## src/rtl/byte_word_assembler_if.sv

```systemverilog
// Byte-in / word-out handshake bundle for the byte-to-word assembler.
// The slave side is the assembler; the master side feeds bytes and consumes words.
interface byte_word_assembler_if;
    logic        in_valid;
    logic        in_ready;
    logic [7:0]  in_byte;
    logic        in_last;
    logic        out_valid;
    logic        out_ready;
    logic [31:0] out_word;
    logic [2:0]  out_count;

    modport master (
        output in_valid, in_byte, in_last, out_ready,
        input  in_ready, out_valid, out_word, out_count
    );

    modport slave (
        input  in_valid, in_byte, in_last, out_ready,
        output in_ready, out_valid, out_word, out_count
    );
endinterface

```

## src/rtl/byte_word_assembler.sv

```systemverilog
// Packs a byte stream into 32-bit words with selectable lane order, last-flag
// flush of partial words and a one-word stall buffer under output backpressure.
module byte_word_assembler #(
    parameter bit MSB_FIRST = 1'b1,
    parameter int CNT_W     = 16
) (
    input  logic                 clk,
    input  logic                 rst,
    byte_word_assembler_if.slave bus,
    output logic [CNT_W-1:0]     word_count
);

    typedef enum logic {FILL, STALL} state_t;

    state_t      state, state_nxt;
    logic [31:0] acc, acc_nxt;
    logic [1:0]  idx, idx_nxt;
    logic        vld_p1;
    logic [31:0] word_p1;
    logic [2:0]  count_p1;
    logic        slot_free;
    logic        accept;
    logic        done;
    logic [31:0] merged;
    logic        load;
    logic [31:0] load_word;
    logic [2:0]  load_count;

    function automatic logic [31:0] place_lane(input logic [7:0] b, input logic [1:0] i);
        int lo;
        lo = MSB_FIRST ? (24 - 8 * int'(i)) : (8 * int'(i));
        return {24'd0, b} << lo;
    endfunction

    assign slot_free  = !vld_p1 || bus.out_ready;
    assign accept     = bus.in_valid && (state == FILL);
    assign done       = accept && ((idx == 2'd3) || bus.in_last);
    assign merged     = acc | place_lane(bus.in_byte, idx);
    // idx is left at the completing byte's index while stalled, so count follows it
    assign load_count = {1'b0, idx} + 3'd1;

    always_comb begin
        state_nxt = state;
        acc_nxt   = acc;
        idx_nxt   = idx;
        load      = 1'b0;
        load_word = acc;
        unique case (state)
            FILL: begin
                if (accept) begin
                    if (done) begin
                        if (slot_free) begin
                            load      = 1'b1;
                            load_word = merged;
                            acc_nxt   = 32'd0;
                            idx_nxt   = 2'd0;
                        end else begin
                            acc_nxt   = merged;
                            state_nxt = STALL;
                        end
                    end else begin
                        acc_nxt = merged;
                        idx_nxt = idx + 2'd1;
                    end
                end
            end
            STALL: begin
                if (slot_free) begin
                    load      = 1'b1;
                    load_word = acc;
                    acc_nxt   = 32'd0;
                    idx_nxt   = 2'd0;
                    state_nxt = FILL;
                end
            end
            default: state_nxt = FILL;
        endcase
    end

    // Output register stage
    always_ff @(posedge clk) begin
        if (rst) begin
            state      <= FILL;
            acc        <= 32'd0;
            idx        <= 2'd0;
            vld_p1     <= 1'b0;
            word_p1    <= 32'd0;
            count_p1   <= 3'd0;
            word_count <= '0;
        end else begin
            state <= state_nxt;
            acc   <= acc_nxt;
            idx   <= idx_nxt;
            if (load) begin
                vld_p1   <= 1'b1;
                word_p1  <= load_word;
                count_p1 <= load_count;
            end else if (bus.out_ready) begin
                vld_p1 <= 1'b0;
            end
            if (vld_p1 && bus.out_ready)
                word_count <= word_count + 1'b1;
        end
    end

    assign bus.in_ready  = (state == FILL);
    assign bus.out_valid = vld_p1;
    assign bus.out_word  = word_p1;
    assign bus.out_count = count_p1;

endmodule
```

## src/flat_wrapper.sv

```systemverilog
// flat-port wrapper written by rule: the top's interface ports become plain ports
module byte_word_assembler_flat 
#(
    parameter bit MSB_FIRST = 1'b1,
    parameter int CNT_W     = 16
)
  (clk, rst, word_count, bus_in_valid, bus_in_byte, bus_in_last, bus_out_ready, bus_in_ready, bus_out_valid, bus_out_word, bus_out_count);
  byte_word_assembler_if bus_i ();
  input  logic clk;
  input  logic rst;
  output logic [CNT_W-1:0] word_count;
  input wire logic [$bits(bus_i.in_valid)-1:0] bus_in_valid;
  input wire logic [$bits(bus_i.in_byte)-1:0] bus_in_byte;
  input wire logic [$bits(bus_i.in_last)-1:0] bus_in_last;
  input wire logic [$bits(bus_i.out_ready)-1:0] bus_out_ready;
  output wire logic [$bits(bus_i.in_ready)-1:0] bus_in_ready;
  output wire logic [$bits(bus_i.out_valid)-1:0] bus_out_valid;
  output wire logic [$bits(bus_i.out_word)-1:0] bus_out_word;
  output wire logic [$bits(bus_i.out_count)-1:0] bus_out_count;
  assign bus_i.in_valid = bus_in_valid;
  assign bus_i.in_byte = bus_in_byte;
  assign bus_i.in_last = bus_in_last;
  assign bus_i.out_ready = bus_out_ready;
  assign bus_in_ready = bus_i.in_ready;
  assign bus_out_valid = bus_i.out_valid;
  assign bus_out_word = bus_i.out_word;
  assign bus_out_count = bus_i.out_count;
  byte_word_assembler #(.MSB_FIRST(MSB_FIRST), .CNT_W(CNT_W)) u_core (.clk(clk), .rst(rst), .bus(bus_i), .word_count(word_count));
endmodule
```

## config.mk

```make
export PLATFORM = sky130hd
export DESIGN_NAME = byte_word_assembler_flat
export DESIGN_NICKNAME = d
export VERILOG_FILES = /design/src/rtl/byte_word_assembler_if.sv /design/src/rtl/byte_word_assembler.sv /design/src/flat_wrapper.sv
export SDC_FILE = /design/constraint.sdc
export NUM_CORES = 1
export LEC_CHECK = 0
export CAP_MARGIN = 20
export CORE_ASPECT_RATIO = 1.25
export CORE_MARGIN = 5
export CORE_UTILIZATION = 36
export DETAILED_ROUTE_END_ITERATION = 8
export HOLD_SLACK_MARGIN = 0.02
export MAX_ROUTING_LAYER = met4
export PLACE_DENSITY_LB_ADDON = 0.05
export SLEW_MARGIN = 0
export SYNTH_ARGS = -nofsm -noshare
export SYNTH_HDL_FRONTEND = slang
export SYNTH_SLANG_ARGS = --single-unit
```

## constraint.sdc

```tcl
create_clock -name clk -period 2.1 [get_ports clk]
set_input_delay 0.42 -clock clk [delete_from_list [all_inputs] [get_ports clk]]
set_output_delay 0.42 -clock clk [all_outputs]
set_load 0.005 [all_outputs]
```

==> results of run 1 <==
[worst paths after layout]
kind              depth (start not counted)                                   end                            startpoint  slack, ns
setup / recovery                          2                          bus_in_ready               u_core.state$_SDFF_PP0_       0.20
hold / removal                            2  u_core.bus.out_word[18]$_SDFFE_PP0P_  u_core.bus.out_word[18]$_SDFFE_PP0P_       0.46
setup reg to reg                          6           u_core.acc[26]$_SDFFE_PP0P_            u_core.idx[0]$_SDFFE_PP0P_       0.37
hold reg to reg                           2  u_core.bus.out_word[18]$_SDFFE_PP0P_  u_core.bus.out_word[18]$_SDFFE_PP0P_       0.46
[registers in the layout, indices dropped and copies added, names as in the netlist]
name	flops
u_core.bus.out_valid	1
u_core.acc	32
u_core.idx	2
u_core.bus.out_word	32
u_core.bus.out_count	3
u_core.state	1
u_core.word_count	16
[placed cells by master, fill, tap and decap left out, types with 2 or more instances in the layout]
| master | Yosys | layout |
|---|---|---|
| and3_1 | 2 | 2 |
| buf_12 | 0 | 3 |
| nand4_1 | 3 | 3 |
| inv_1 | 2 | 2 |
| nand2b_1 | 5 | 5 |
| and2_1 | 2 | 2 |
| ha_1 | 2 | 2 |
| nand2_1 | 21 | 21 |
| or3_1 | 5 | 5 |
| clkbuf_16 | 0 | 9 |
| a22oi_1 | 32 | 32 |
| buf_4 | 7 | 27 |
| nor3_1 | 25 | 25 |
| clkdlybuf4s50_1 | 0 | 64 |
| nor4_4 | 3 | 3 |
| nand3_1 | 5 | 5 |
| a31oi_1 | 5 | 5 |
| o21ai_1 | 6 | 5 |
| o21a_1 | 2 | 2 |
| a211oi_2 | 2 | 2 |
| nor2_1 | 72 | 72 |
| dfxtp_1 | 87 | 87 |
| xor2_1 | 9 | 9 |
| a211oi_1 | 26 | 26 |
| a21oi_1 | 25 | 25 |
[kinds of logic (layout without fill, tap and decap cells)]
family,after synthesis,count (layout),share of synthesized area
xor gates and xnor gates,10,10,0.0247
AOI/OAI and AO/OA,102,102,0.201
buffers and inverters,36,110,0.0515
and+or+nand+nor,154,154,0.225
adders and majority gates,2,2,0.00705
DFF,87,87,0.491
[worst reg2reg max path, delay by kind of cell (launching register included)]
kind,cells,cell delay (ns)
AO/OA/AOI/OAI,2,0.46
adder cells (fa/ha/maj),1,0.26
buffers and inverters,1,0.24
flip-flops,1,0.31
AND/OR/NAND/NOR,2,0.39
[stage by stage]
stage | total power [µW] | worst slack [ns] | utilization
2_1_floorplan | 1970 | 0.532 | -
3_3_place_gp | 2140 | 0.0432 | 0.463
3_5_place_dp | 2140 | -0.0151 | 0.463
4_1_cts | 3550 | 0.203 | 0.489
5_1_grt | 3650 | 0.166 | 0.489
6_report | 3500 | 0.199 | 0.489
[final cells by class]
class / count / area share
flip-flops and latches: 87 / 0.371
clock inverters: 3 / 0.00453
well taps: 126 / 0.0335
repair buffers: 95 / 0.193
clock buffers: 10 / 0.0487
multi-input cells: 268 / 0.348
inverters: 2 / 0.00160
[power breakdown]
group	internal (µW)	total (µW)	leakage, µW	switching [µW]
registers	1700	1730	0.000707	27.0
logic	178	372	0.000821	194
clock network	783	1400	0.000121	613
total	2660	3500	0.00165	835
[layer usage]
metal | share of wire | track usage | vias up
met3 | 0.037 | 0.0288 | 7
met4 | 0.012 | 0.0666 | 0
met5 | 0 | - | -
met2 | 0.49 | 0.262 | 49
met1 | 0.46 | 0.192 | 1401
li1 | - | - | 1535
==> summary.md, run 1 <==
| Metric | Value |
|---|---|
| Outcome | finished, final reports clean |
| Fin. max-slew vios | 0 |
| CTS buffer count | 9 |
| GRT Residual Overflow | 0 |
| Slew margin rel. | 0.728 |
| Clock root cell | clkbuf_16 |
| Multi-input gate area | 1630 µm² |
| Power per cell area | 744 nW/µm² |
| Cell Chain, Critical Path | inv_1, clkdlybuf4s50_1 |
| CTS tree | built |
| Top FF cell, synth | dfxtp_1 |
| Antenna violations before repair | 0 |
| Startpoint types | register |
| Final Wtd Congestion | around 0.73 |
| Worst Path Required | roughly 1.7 ns |
| Fmax | between 500 and 600 MHz |
| Vias | between 2000 and 3000 |
| Antenna viol nets, final | 0 |
| Slowest cell on the critical path | dfxtp_1 |
| Port Buf Inserts | 65 |
| DIE AREA | roughly 12000 µm² |
| Final wirelength | ~9.0 mm |
| Worst-Margin Slew | approximately 0.40 ns |
| Initial DRC count | 152 |
| Most frequent cell after synthesis | dfxtp_1 |
| Synth warnings | 0 |
| Gr usage total | 0.160 |
| Chip height | about 120 µm |
| Number of global-route vias before repair | ~3000 |
| Area grow syn2layout | 32.5% |
| Final min period | ~1.9 ns |
| Largest cells by area after synthesis | dfxtp_1 (49%), nor2_1 (7.6%), a22oi_1 (6.8%), a211oi_1 (5.5%), a21oi_1 (3.5%) |
| Postcts setup bufs | 0 |
| Setup CP Type | reg -> out |
| DR DRC count | 0 |
| Layout cells sized above 1 | 0.123 |
| Setup TNS | 0 ns |
| Syn avg cell area | approximately 9.1 µm² |
| DP HPWL | between 6 and 7 mm |
| Diodes inserted | 0 |
| Core footprint | 9610 µm² |
| Sequential area share after synthesis | 0.491 |
| Post-CTS resize count | 0 |
| Skew-Pair Late Insertion Delay | about 0.33 ns |
| Dpl cells | about 580 |
| Worst stage delay on the critical path | 0.53 ns |
| Asr flop ratio synth | 0 |
| Final period utilization | 0.905 |
| Dominant delay contributor by cell family on the critical path | buffers and inverters |
| Row cnt | 40 |
| Clock transition at path regs | 0.06 ns |
| Storage cell area | about 1700 µm² |
| Area post-placement | ~4400 µm² |
| Mapped cell area | roughly 3500 µm² |
| Seq cells post-synth | a little under 90 |
| Final Hold Viols | 0 |
| Post-synth top area share | 0.491 |
| Initial DRT Pass Iterations | 4 |
| Top post-synthesis cells by count | dfxtp_1 (87), nor2_1 (72), a22oi_1 (32) |
| Setup Skew | roughly 0.0056 ns |
| Die width | 98.8 µm |
| Filler cells | 955 |
| Wire per inst | about 15 µm |
| Area leader, netlist | dfxtp_1 |
| Critical Path End Type | output port |
| Fin nets | approximately 480 |
| Clock Sinks | just under 90 |
| Initial Util | 0.369 |
| Syn Nets | roughly 410 |
| Critical Path Fanout Max | 9 |
| RSZ-0062 raised after global routing | false |
| Finish-stage setup viols | 0 |
| Post-Layout Inst Area | 4700 µm² |
| Largest net degree at the start of global routing | 40 |
| Max-capacitance violation count | 0 |
| I/O pins | 66 |
| Worst Hold Class | reg -> reg |
| EDFF count, synth | 0 |
| Longest Clk Path Bufs | 2 |
| Post-Layout Cell Count | roughly 600 |
| Via density | ~5 |
| H-tree Lvls | 3 |
| First-pass GRT wire length | between 15 and 20 mm |
| Critical path arrival | between 1 and 1.5 ns |
| WHS | ~0.46 ns |
| Leak | 0.00165 µW |
| Peak VDD IR | between 300 and 400 µV |
| # hold bufs at CTS | 0 |
| Mapped Cells | slightly below 400 |
| Distinct cells, synth | 42 |
| WP buf/inv | 2 |
Note: power is estimated with default switching activity, not from simulation.
==> run 2: changes to the inputs <==
- ABC_AREA: not set -> 1
- CELL_PAD_IN_SITES_DETAIL_PLACEMENT: not set -> 1
- CELL_PAD_IN_SITES_GLOBAL_PLACEMENT: not set -> 2
- CORE_UTILIZATION: 36 -> 28
==> run 2 against run 1 <==
  * Clock skew increased by 0.00095 ns
  * Core utilization decreased by 11 points
  * Sequential power about the same
  * Area after synthesis increased by 5.7%
  * First-iteration DRC count decreased by 22%
  * Global-route usage decreased by 0.74 points
  * Sequential share of layout area decreased by 2.1 points
  * Cell area increased by 5.9%
  * Sequential cell count unchanged
  * Register-to-register slack improved by 0.17 ns
  * Cell count increased by 36%
  * Critical path type unchanged
==> summary.md, run 2 <==
| Metric | Value |
|---|---|
| Leak | 0.00209 µW (+27%) |
| Largest net degree at the start of global routing | 50 (+25%) |
| Clock root cell | clkbuf_16 |
| Die width | 114 µm (+15%) |
| Worst stage delay on the critical path | 0.54 ns (about the same) |
| Chip height | 139 µm (+15%) |
| Longest Clk Path Bufs | 2 (unchanged) |
| Mapped cell area | 3750 µm² (+5.7%) |
| Via density | 4.57 (-9.7%) |
| Layout cells sized above 1 | 0.0568 (-0.0658) |
| Syn avg cell area | 6.65 µm² (-27%) |
| Overall power | 3950 µW (+13%) |
| Finished Core Util | 0.378 (-0.111) |
| Top post-synthesis cells by count | nand2_1 (153), nor2_1 (124), dfxtp_1 (87) |
| WHS | 0.454 ns (-0.00344 ns) |
| Area leader, netlist | dfxtp_1 |
| WP buf/inv | 1 (-1) |
| Peak VDD IR | 338 µV (-12%) |
| Fmax | 580 MHz (+10%) |
| Syn Nets | 579 (+43%) |
| DIE AREA | 15800 µm² (+32%) |
| Final min period | 1.72 ns (-0.177 ns) |
| Post-CTS resize count | 0 (unchanged) |
| GRT Residual Overflow | 0 (unchanged) |
| Initial DRC count | 118 (-22%) |
| RSZ-0062 raised after global routing | false |
| EDFF count, synth | 0 (unchanged) |
| Final Wtd Congestion | 0.772 (+5.6%) |
| Largest cells by area after synthesis | dfxtp_1 (46%), nand2_1 (15%), nor2_1 (12%), a21oi_1 (5.6%), inv_1 (5.6%) |
| CTS buffer count | 9 (unchanged) |
| Core footprint | 13200 µm² (+37%) |
| DR DRC count | 0 (unchanged) |
| Max-capacitance violation count | 0 (unchanged) |
| Row cnt | 47 (+18%) |
| Cell Chain, Critical Path | clkdlybuf4s50_1 |
| Initial Util | 0.285 (-0.0844) |
| Mapped Cells | 564 (+44%) |
| Dpl cells | 789 (+37%) |
| Critical path arrival | 1.30 ns (-0.18 ns) |
| Worst reg2reg setup slack | 0.54 ns (+0.17 ns) |
| Number of global-route vias before repair | 3844 (+27%) |
| CTS tree | built |
| First-pass GRT wire length | 18.8 mm (+25%) |
| Skew-Pair Late Insertion Delay | 0.34 ns (about the same) |
| Fin. max-slew vios | 0 (unchanged) |
| Dominant delay contributor by cell family on the critical path | buffers and inverters |
| Finish-stage setup viols | 0 (unchanged) |
| Diodes inserted | 0 (unchanged) |
| Top FF cell, synth | dfxtp_1 |
| Setup TNS | 0 ns (unchanged) |
| Wire per inst | 14.1 µm (-7.3%) |
| Critical Path End Type | output port |
| Most common cell after layout, fill and taps aside | nand2_1 |
| Setup CP Type | reg -> out |
| Most frequent cell after synthesis | nand2_1 |
| Power per cell area | 794 nW/µm² (+6.7%) |
| DP HPWL | 8.05 mm (+27%) |
| Outcome | finished, final reports clean |
| Antenna violations before repair | 0 (unchanged) |
| Area grow syn2layout | 32.7% |
| Vias | 3680 (+23%) |
| # hold bufs at CTS | 0 (unchanged) |
| Worst-Margin Slew | 0.513 ns (+0.108 ns) |
| Seq cells post-synth | 87 (unchanged) |
| Slew margin rel. | 0.658 (-0.0706) |
| Clock Sinks | 87 (unchanged) |
| Final Hold Viols | 0 (unchanged) |
| Distinct cells, synth | 22 (-48%) |
| Post-Layout Cell Count | 805 (+36%) |
| Critical Path Fanout Max | 5 (-4) |
| Commonest cells after routing, fill and taps aside | nand2_1 (153), nor2_1 (124), dfxtp_1 (87) |
| I/O pins | 66 (unchanged) |
| Worst Path Required | 1.68 ns (about the same) |
| Sequential area share after synthesis | 0.464 (-0.0267) |
| Postcts setup bufs | 0 (unchanged) |
| Synth warnings | 0 (unchanged) |
| Worst Hold Class | reg -> reg |
| Antenna viol nets, final | 0 (unchanged) |
| Startpoint types | register |
| Post-synth top area share | 0.464 (-0.0267) |
| Port Buf Inserts | 65 (unchanged) |
| Initial DRT Pass Iterations | 4 (unchanged) |
| Asr flop ratio synth | 0 (unchanged) |
| Setup Skew | 0.00652 ns (+0.000948 ns) |
| Final wirelength | 11.3 mm (+26%) |
| H-tree Lvls | 3 (unchanged) |
| Final period utilization | 0.821 (-0.0843) |
| Fin nets | 644 (+35%) |
| Gr usage total | 0.152 (-0.00743) |
| Slowest cell on the critical path | clkdlybuf4s50_1 |
| Clock transition at path regs | 0.06 ns (about the same) |
-- run 2: changes by cell type after synthesis, sizes merged, moves of 5 or more --
cell	delta
xor2	-7
a31oi	-5
nand2	+134
nand3	+6
nand2b	-6
a22oi	-32
or3	-5
o21ai	+34
inv	+57
clkbuf	-9
a21oi	+17
nor3	-18
a211oi	-28
nor2	+54
-- run 2: tightest hold or removal path, cell delays in order, from the launching register on --
cell,delay [ns]
dfxtp_1,0.29
inv_1,0.06
a21oi_1,0.06
-- run 2: routing by layer --
metal  part of all wire  global-route usage  up-vias
met1               0.45               0.177     1730
met2               0.50               0.266       64
met5                  0                   -        -
met4              0.013              0.0456        0
met3              0.038              0.0256       14
li1                   -                   -     1872
-- run 2: kinds of logic (layout without fill, tap and decap cells) --
logic type,after synthesis,count (layout),synth area share
flip-flops,87,87,0.464
adder cells (fa/ha/maj),2,2,0.00667
AND/OR/NAND/NOR,305,305,0.319
buffers and inverters,84,154,0.0924
AO/OA/AOI/OAI,84,84,0.113
XOR/XNOR,2,2,0.00467
-- run 2: area by class of cell --
class / count / area (µm²)
well taps: 171 / 214
clock inverters: 5 / 81.3
clock buffers: 11 / 243
multi-input cells: 393 / 1660
fillers: 1688 / 8190
inverters: 60 / 225
repair buffers: 78 / 811
flip-flops and latches: 87 / 1740
-- run 2: worst paths after layout --
path	startpoint	endpoint	cells after the start
setup / recovery	u_core.word_count[9]$_SDFFE_PP0P_	word_count[9]	1
hold / removal	u_core.acc[1]$_SDFFE_PP0P_	u_core.acc[1]$_SDFFE_PP0P_	2
setup reg to reg	u_core.word_count[0]$_SDFFE_PP0P_	u_core.word_count[14]$_SDFFE_PP0P_	6
hold reg to reg	u_core.acc[1]$_SDFFE_PP0P_	u_core.acc[1]$_SDFFE_PP0P_	2
-- run 2: stage by stage --
stage / cell area (µm²) / setup WS (ns)
5_1_grt: 4980 / 0.216
6_report: 4980 / 0.376
3_5_place_dp: 4650 / 0.0336
2_1_floorplan: 3750 / 0.746
3_3_place_gp: 4650 / 0.0856
4_1_cts: 4980 / 0.357
-- run 2: power by group --
| group | switching (µW) | total (µW) | internal [µW] |
|---|---|---|---|
| registers | 33.3 | 1750 | 1720 |
| logic | 243 | 447 | 204 |
| clock network | 677 | 1750 | 1080 |
